--- config.mk ---
export PLATFORM = sky130hd
export DESIGN_NAME = pipe_hazard_ctrl
export DESIGN_NICKNAME = d
export VERILOG_FILES = /design/src/rtl/pipe_pkg.sv /design/src/rtl/pipe_hazard_ctrl_sat_counter.sv /design/src/rtl/pipe_hazard_ctrl.sv
export SDC_FILE = /design/constraint.sdc
export NUM_CORES = 1
export LEC_CHECK = 0
export CORE_MARGIN = 2
export CORE_UTILIZATION = 45
export CTS_BUF_LIST = sky130_fd_sc_hd__clkbuf_8 sky130_fd_sc_hd__clkbuf_16
export DETAILED_ROUTE_END_ITERATION = 12
export PLACE_DENSITY = 0.75
export RECOVER_POWER = 50
export SLEW_MARGIN = 20
export SYNTH_ARGS = -nofsm -noshare
export SYNTH_HDL_FRONTEND = slang
export SYNTH_SLANG_ARGS = --single-unit
--- constraint.sdc ---
create_clock -name clk -period 2.5 [get_ports clk]
set_input_delay 0.375 -clock clk [delete_from_list [all_inputs] [get_ports clk]]
set_output_delay 0.375 -clock clk [all_outputs]
set_load 0.05 [all_outputs]
--- src/rtl/pipe_pkg.sv ---
// rtl/pipe_pkg.sv - shared state encoding and default sizing for the hazard controller
package pipe_pkg;

    typedef enum logic [1:0] {
        ST_RUN     = 2'd0,
        ST_FREEZE  = 2'd1,
        ST_TIMEOUT = 2'd2
    } pipe_state_t;

    localparam int WD_LIMIT_DEF = 255;
    localparam int CNT_W_DEF    = 16;

endpackage

--- src/rtl/pipe_hazard_ctrl_sat_counter.sv ---
// rtl/pipe_hazard_ctrl_sat_counter.sv - saturating event counter with synchronous clear
// Ports: clk, clr (sync clear, wins over inc), inc (count enable), count (W-bit value, sticks at all-ones)
module sat_counter #(
    parameter int W = 16
) (
    input  logic         clk,
    input  logic         clr,
    input  logic         inc,
    output logic [W-1:0] count
);

    always_ff @(posedge clk) begin
        if (clr) begin
            count <= '0;
        end else if (inc && (count != '1)) begin
            count <= count + W'(1);
        end
    end

endmodule

--- src/rtl/pipe_hazard_ctrl.sv ---
// rtl/pipe_hazard_ctrl.sv - load-use / branch / memory-stall hazard control for a 5-stage pipe
// Ports: clk, rst (sync, active-high); ID_* source fields of the instruction in ID;
//        EX_* load/branch info of the instruction in EX; dmem_busy_i from data memory;
//        PC_Write_o, IF_ID_Write_o, IF_ID_Flush_o, ID_EX_Flush_o, pipe_hold_o (Mealy controls);
//        timeout_o (sticky watchdog error); stall_cnt_o, flush_cnt_o (saturating statistics).
module pipe_hazard_ctrl
    import pipe_pkg::*;
#(
    parameter int WD_LIMIT = WD_LIMIT_DEF,
    parameter int CNT_W    = CNT_W_DEF
) (
    input  logic             clk,
    input  logic             rst,
    input  logic [4:0]       ID_rs_addr_i,
    input  logic [4:0]       ID_rt_addr_i,
    input  logic             ID_uses_rt_i,
    input  logic             EX_MemRead_i,
    input  logic [4:0]       EX_rt_addr_i,
    input  logic             EX_branch_taken_i,
    input  logic             dmem_busy_i,
    output logic             PC_Write_o,
    output logic             IF_ID_Write_o,
    output logic             IF_ID_Flush_o,
    output logic             ID_EX_Flush_o,
    output logic             pipe_hold_o,
    output logic             timeout_o,
    output logic [CNT_W-1:0] stall_cnt_o,
    output logic [CNT_W-1:0] flush_cnt_o
);

    localparam int WD_W = $clog2(WD_LIMIT + 1);

    pipe_state_t     state;
    logic [WD_W-1:0] wd_cnt;
    logic            load_use;
    logic            stall_inc;
    logic            flush_inc;

    // $zero is never a real destination, so a load into it cannot create a hazard.
    assign load_use = EX_MemRead_i && (EX_rt_addr_i != 5'd0) &&
                      ((EX_rt_addr_i == ID_rs_addr_i) ||
                       (ID_uses_rt_i && (EX_rt_addr_i == ID_rt_addr_i)));

    always_ff @(posedge clk) begin
        if (rst) begin
            state     <= ST_RUN;
            wd_cnt    <= '0;
            timeout_o <= 1'b0;
        end else begin
            // Stop at WD_LIMIT so a long busy stretch in TIMEOUT cannot wrap the watchdog.
            if (!dmem_busy_i) begin
                wd_cnt <= '0;
            end else if (wd_cnt != WD_W'(WD_LIMIT)) begin
                wd_cnt <= wd_cnt + WD_W'(1);
            end
            case (state)
                ST_RUN: begin
                    if (dmem_busy_i) begin
                        state <= ST_FREEZE;
                    end
                end
                ST_FREEZE: begin
                    if (!dmem_busy_i) begin
                        state <= ST_RUN;
                    end else if (wd_cnt == WD_W'(WD_LIMIT - 1)) begin
                        state     <= ST_TIMEOUT;
                        timeout_o <= 1'b1;
                    end
                end
                ST_TIMEOUT: begin
                    state <= ST_TIMEOUT;
                end
                default: begin
                    state <= ST_RUN;
                end
            endcase
        end
    end

    always_comb begin
        PC_Write_o    = 1'b1;
        IF_ID_Write_o = 1'b1;
        IF_ID_Flush_o = 1'b0;
        ID_EX_Flush_o = 1'b0;
        pipe_hold_o   = 1'b0;
        if (rst) begin
            PC_Write_o = 1'b1;
        end else if ((state == ST_TIMEOUT) || dmem_busy_i) begin
            PC_Write_o    = 1'b0;
            IF_ID_Write_o = 1'b0;
            pipe_hold_o   = 1'b1;
        end else if (EX_branch_taken_i) begin
            // The wrong-path instruction in ID is squashed, so its load-use stall is moot.
            IF_ID_Flush_o = 1'b1;
            ID_EX_Flush_o = 1'b1;
        end else if (load_use) begin
            PC_Write_o    = 1'b0;
            IF_ID_Write_o = 1'b0;
            ID_EX_Flush_o = 1'b1;
        end
    end

    // Only hazards resolved while running count; the exit cycle of FREEZE is excluded.
    assign stall_inc = !rst && (state == ST_RUN) && !dmem_busy_i && !EX_branch_taken_i && load_use;
    assign flush_inc = !rst && (state == ST_RUN) && !dmem_busy_i && EX_branch_taken_i;

    sat_counter #(.W(CNT_W)) u_stall_cnt (
        .clk   (clk),
        .clr   (rst),
        .inc   (stall_inc),
        .count (stall_cnt_o)
    );

    sat_counter #(.W(CNT_W)) u_flush_cnt (
        .clk   (clk),
        .clr   (rst),
        .inc   (flush_inc),
        .count (flush_cnt_o)
    );

endmodule

==> flow_summary.yaml <==
outcome:
  status: "finished clean"
global_routing:
  top_usage_layer: "met2"
  overflow: 0
  use_met2: 0.3006
  grt_util_met1: 0.2560
  grt_use_met3: 0.03659
  grt_pass1_wl_um: 8093
  grt_max_degree: 47
  grt_pass1_vias: 1757
  grt_antenna_before_repair: 0
  grt_usage: 0.1889
finish:
  syn_to_final_growth_pct: 38.83
  final_nets: 351
  design_area_um2: 3064
  num_antenna_cells: 0
  drive_gt1_frac: 0.1009
  finish.utilization: 0.6487
clock_tree:
  numCtsBuffers: 5
  root_buffer: "clkbuf_8"
  clkSlewWorstSetupHoldPaths_ps: 80
  cts_setup_buffers: 0
  cts_resized: 0
  clockBufferDepth: 2
  clock_sinks: 43
  clk_latency_ps: 290
  cts_htree_levels: 2
  cts_tree: "built"
  cts_hold_buf: 0
die:
  io_pins: 59
  die-area_um2: 5481
  die_h_um: 74.04
  die_w_um: 74.04
  placementRows: 25
  core_area_um2: 4723
  start_util: 0.4673
critical_path:
  crit_chain: "clkdlybuf4s50_1 > or4_1 > o21ai_2 > nor2b_4 > a21oi_4 > buf_12"
  end_kind: "primary output"
  slowest_delay_ps: 540
  r2r_slack_ps: 480
  crit_family: "buffers and inverters"
  r2r_start: "u_stall_cnt.count[0]"
  slowest_stage: "or4_1"
  r2r_end: "u_stall_cnt.count[12]"
  ff2ff_path_depth: 6
  worstPathMaxFanout: 3
  cp.arrival_ps: 2050
  crit_buf_inv: 2
  cp_data_required_time_ps: 2120
  critPathKind: "primary input to primary output"
  crit_path_start_kind: "primary input"
power_and_ir_drop:
  clock_power_share: 0.334
  total_power_uw: 1272
  p_comb_frac: 0.122
  swShare: 0.2471
  p_int_uw: 957.5
  peakVddDrop_v: 0.0002942
  power_switching_uw: 314.2
  leakagePower_uw: 0.001202
  power_density_nw_per_um2: 415.0
  pwr-share-seq: 0.544
placement:
  dpl.hpwl_um: 3792
  portBuffers: 58
  place_congestion: 0.7999
  placed_area_um2: 2977
route:
  vias_per_cell: 5.124
  dr.pass1.iters: 4
  drc_errors: 0
  ant_nets: 0
  wl_per_cell_um: 12.90
  routed_wl_um: 5084
  drt_iter0_markers: 102
  via_count: 2019
worst_hold_path:
  hold_path_depth: 2
  min-delay-start: "timeout_o"
  hold_class: "flip-flop to flip-flop"
  min_to: "timeout_o"
logic_synthesis:
  avgSynthCellArea_um2: 8.456
  netlist_instances: 261
  synth.distinct_cells: 40
  yosys_warnings: 0
  syn_area_um2: 2207
  ys_ff_latch: 43
  yosysSeqAreaShare: 0.3900
  synth.net_count: 286
sta:
  whs_ps: 492.7
  hold_viol: 0
  fin_crit_sh: 0.9684
  timing.fmax_mhz: 413.1
  report.final.setup_viol: 0
  rsz0062_at_grt: "no"
  period_minus_slack_ps: 2421
  timing.slew.headroom: 0.6402
  finalSetupTns_ps: 0
  worst_slew_pin_slew_ps: 537.9
  finalClockSkew_ps: 5.827
  drv_slew: 0
flow_run:
  maxCapViolCount: 0
-- power by group through the flow --
stage	registers (uW)	logic [uW]	clock network [uW]
detailed placement	708	154	0
CTS	692	155	438
global placement	708	152	0
global route	693	165	466
finish	692	155	425
floorplan	711	72.6	0
-- state kept, by name, summed over array words and instances (netlist names) --
register           count
wd_cnt                 8
timeout_o              1
u_stall_cnt.count     16
state                  2
u_flush_cnt.count     16
-- kinds of logic after synthesis --
family	share of synthesized area
and+or+nand+nor	0.3175
DFF	0.3900
xor gates and xnor gates	0.1309
AOI/OAI and AO/OA	0.08390
buffers and inverters	0.03118
muxes	0.02381
adders and majority gates	0.02268
-- layout by cell type, fill, tap and decap left out, types with 2 or more instances in the layout --
| cell type | netlist | layout |
|---|---|---|
| nor3_1 | 6 | 6 |
| and4_1 | 5 | 5 |
| nor2_1 | 40 | 39 |
| or4_1 | 5 | 5 |
| nor2_2 | 1 | 2 |
| or2_2 | 2 | 2 |
| nand2b_1 | 2 | 2 |
| clkbuf_1 | 8 | 2 |
| nor2b_1 | 8 | 7 |
| a31oi_1 | 3 | 3 |
| dfxtp_1 | 43 | 43 |
| clkdlybuf4s50_1 | 0 | 28 |
| buf_12 | 0 | 6 |
| nor4_1 | 3 | 3 |
| nand3b_1 | 2 | 2 |
| xnor2_1 | 17 | 17 |
| and2_1 | 3 | 3 |
| and3_1 | 7 | 7 |
| mux2_1 | 2 | 2 |
| ha_1 | 4 | 4 |
| a21oi_1 | 9 | 8 |
| clkinv_2 | 0 | 3 |
| xor2_1 | 16 | 16 |
| nand2_1 | 17 | 17 |
| dlygate4sd3_1 | 0 | 25 |
| clkbuf_8 | 0 | 5 |
| buf_4 | 1 | 8 |
| nand3_1 | 14 | 14 |
| mux2i_1 | 3 | 3 |
| o21ai_0 | 7 | 7 |
| inv_1 | 4 | 4 |
| nand4_1 | 16 | 16 |
-- per-stage QoR --
stage / cells / setup WS [ps]
floorplan: 261 / 74.89
global placement: 386 / 84.03
detailed placement: 386 / 67.23
CTS: 394 / 53.63
global route: 394 / 31.30
finish: 394 / 79.01
-- tightest hold or removal path, cell delays in order (launching register included) --
cell and delay [ps]:
dfxtp_1 340, a31oi_1 50, nor2_1 80
-- how the worst max path moves through the flow --
stage,cells after the start,slack (ps),startpoint,to
global placement,8,80,EX_rt_addr_i[0],u_stall_cnt.count[8]
finish,6,80,EX_rt_addr_i[3],PC_Write_o
global route,6,30,EX_rt_addr_i[3],ID_EX_Flush_o
floorplan,6,70,rst,PC_Write_o
CTS,8,50,EX_rt_addr_i[1],ID_EX_Flush_o
detailed placement,8,70,EX_rt_addr_i[1],ID_EX_Flush_o
-- per-layer routing --
| metal | wire (um) | part of all wire |
|---|---|---|
| met5 | 0 | 0 |
| met4 | 84 | 0.017 |
| met3 | 211 | 0.042 |
| met2 | 2366 | 0.47 |
| met1 | 2422 | 0.48 |
-- cell type report --
class	instances	area, um^2
multi-input combinational	203	1303
inverter	4	15.01
fill	434	1659
clock inverter	3	15.01
timing repair buffer	69	718.2
sequential	43	860.8
tap	67	83.83
clock buffer	5	68.82
-- Yosys cell counts (all sizes together) --
| cell | instances | share of area |
|---|---|---|
| a211oi | 1 | 0.0034 |
| a21o | 1 | 0.0034 |
| a21oi | 9 | 0.020 |
| a311oi | 1 | 0.0040 |
| a31o | 1 | 0.0040 |
| a31oi | 4 | 0.018 |
| and2 | 3 | 0.0085 |
| and3 | 7 | 0.020 |
| and4 | 5 | 0.020 |
| buf | 3 | 0.011 |
| clkbuf | 8 | 0.014 |
| dfxtp | 43 | 0.39 |
| ha | 4 | 0.023 |
| inv | 4 | 0.0068 |
| mux2 | 2 | 0.010 |
| mux2i | 3 | 0.014 |
| nand2 | 17 | 0.029 |
| nand2b | 2 | 0.0057 |
| nand3 | 15 | 0.036 |
| nand3b | 2 | 0.0068 |
| nand4 | 16 | 0.045 |
| nor2 | 41 | 0.071 |
| nor2b | 8 | 0.023 |
| nor3 | 6 | 0.014 |
| nor4 | 3 | 0.0085 |
| o21a | 1 | 0.0034 |
| o21ai | 8 | 0.018 |
| o22ai | 1 | 0.0091 |
| or2 | 2 | 0.0057 |
| or3 | 1 | 0.0028 |
| or4 | 6 | 0.022 |
| xnor2 | 17 | 0.067 |
| xor2 | 16 | 0.063 |
Note: power is estimated with default switching activity, not from simulation.
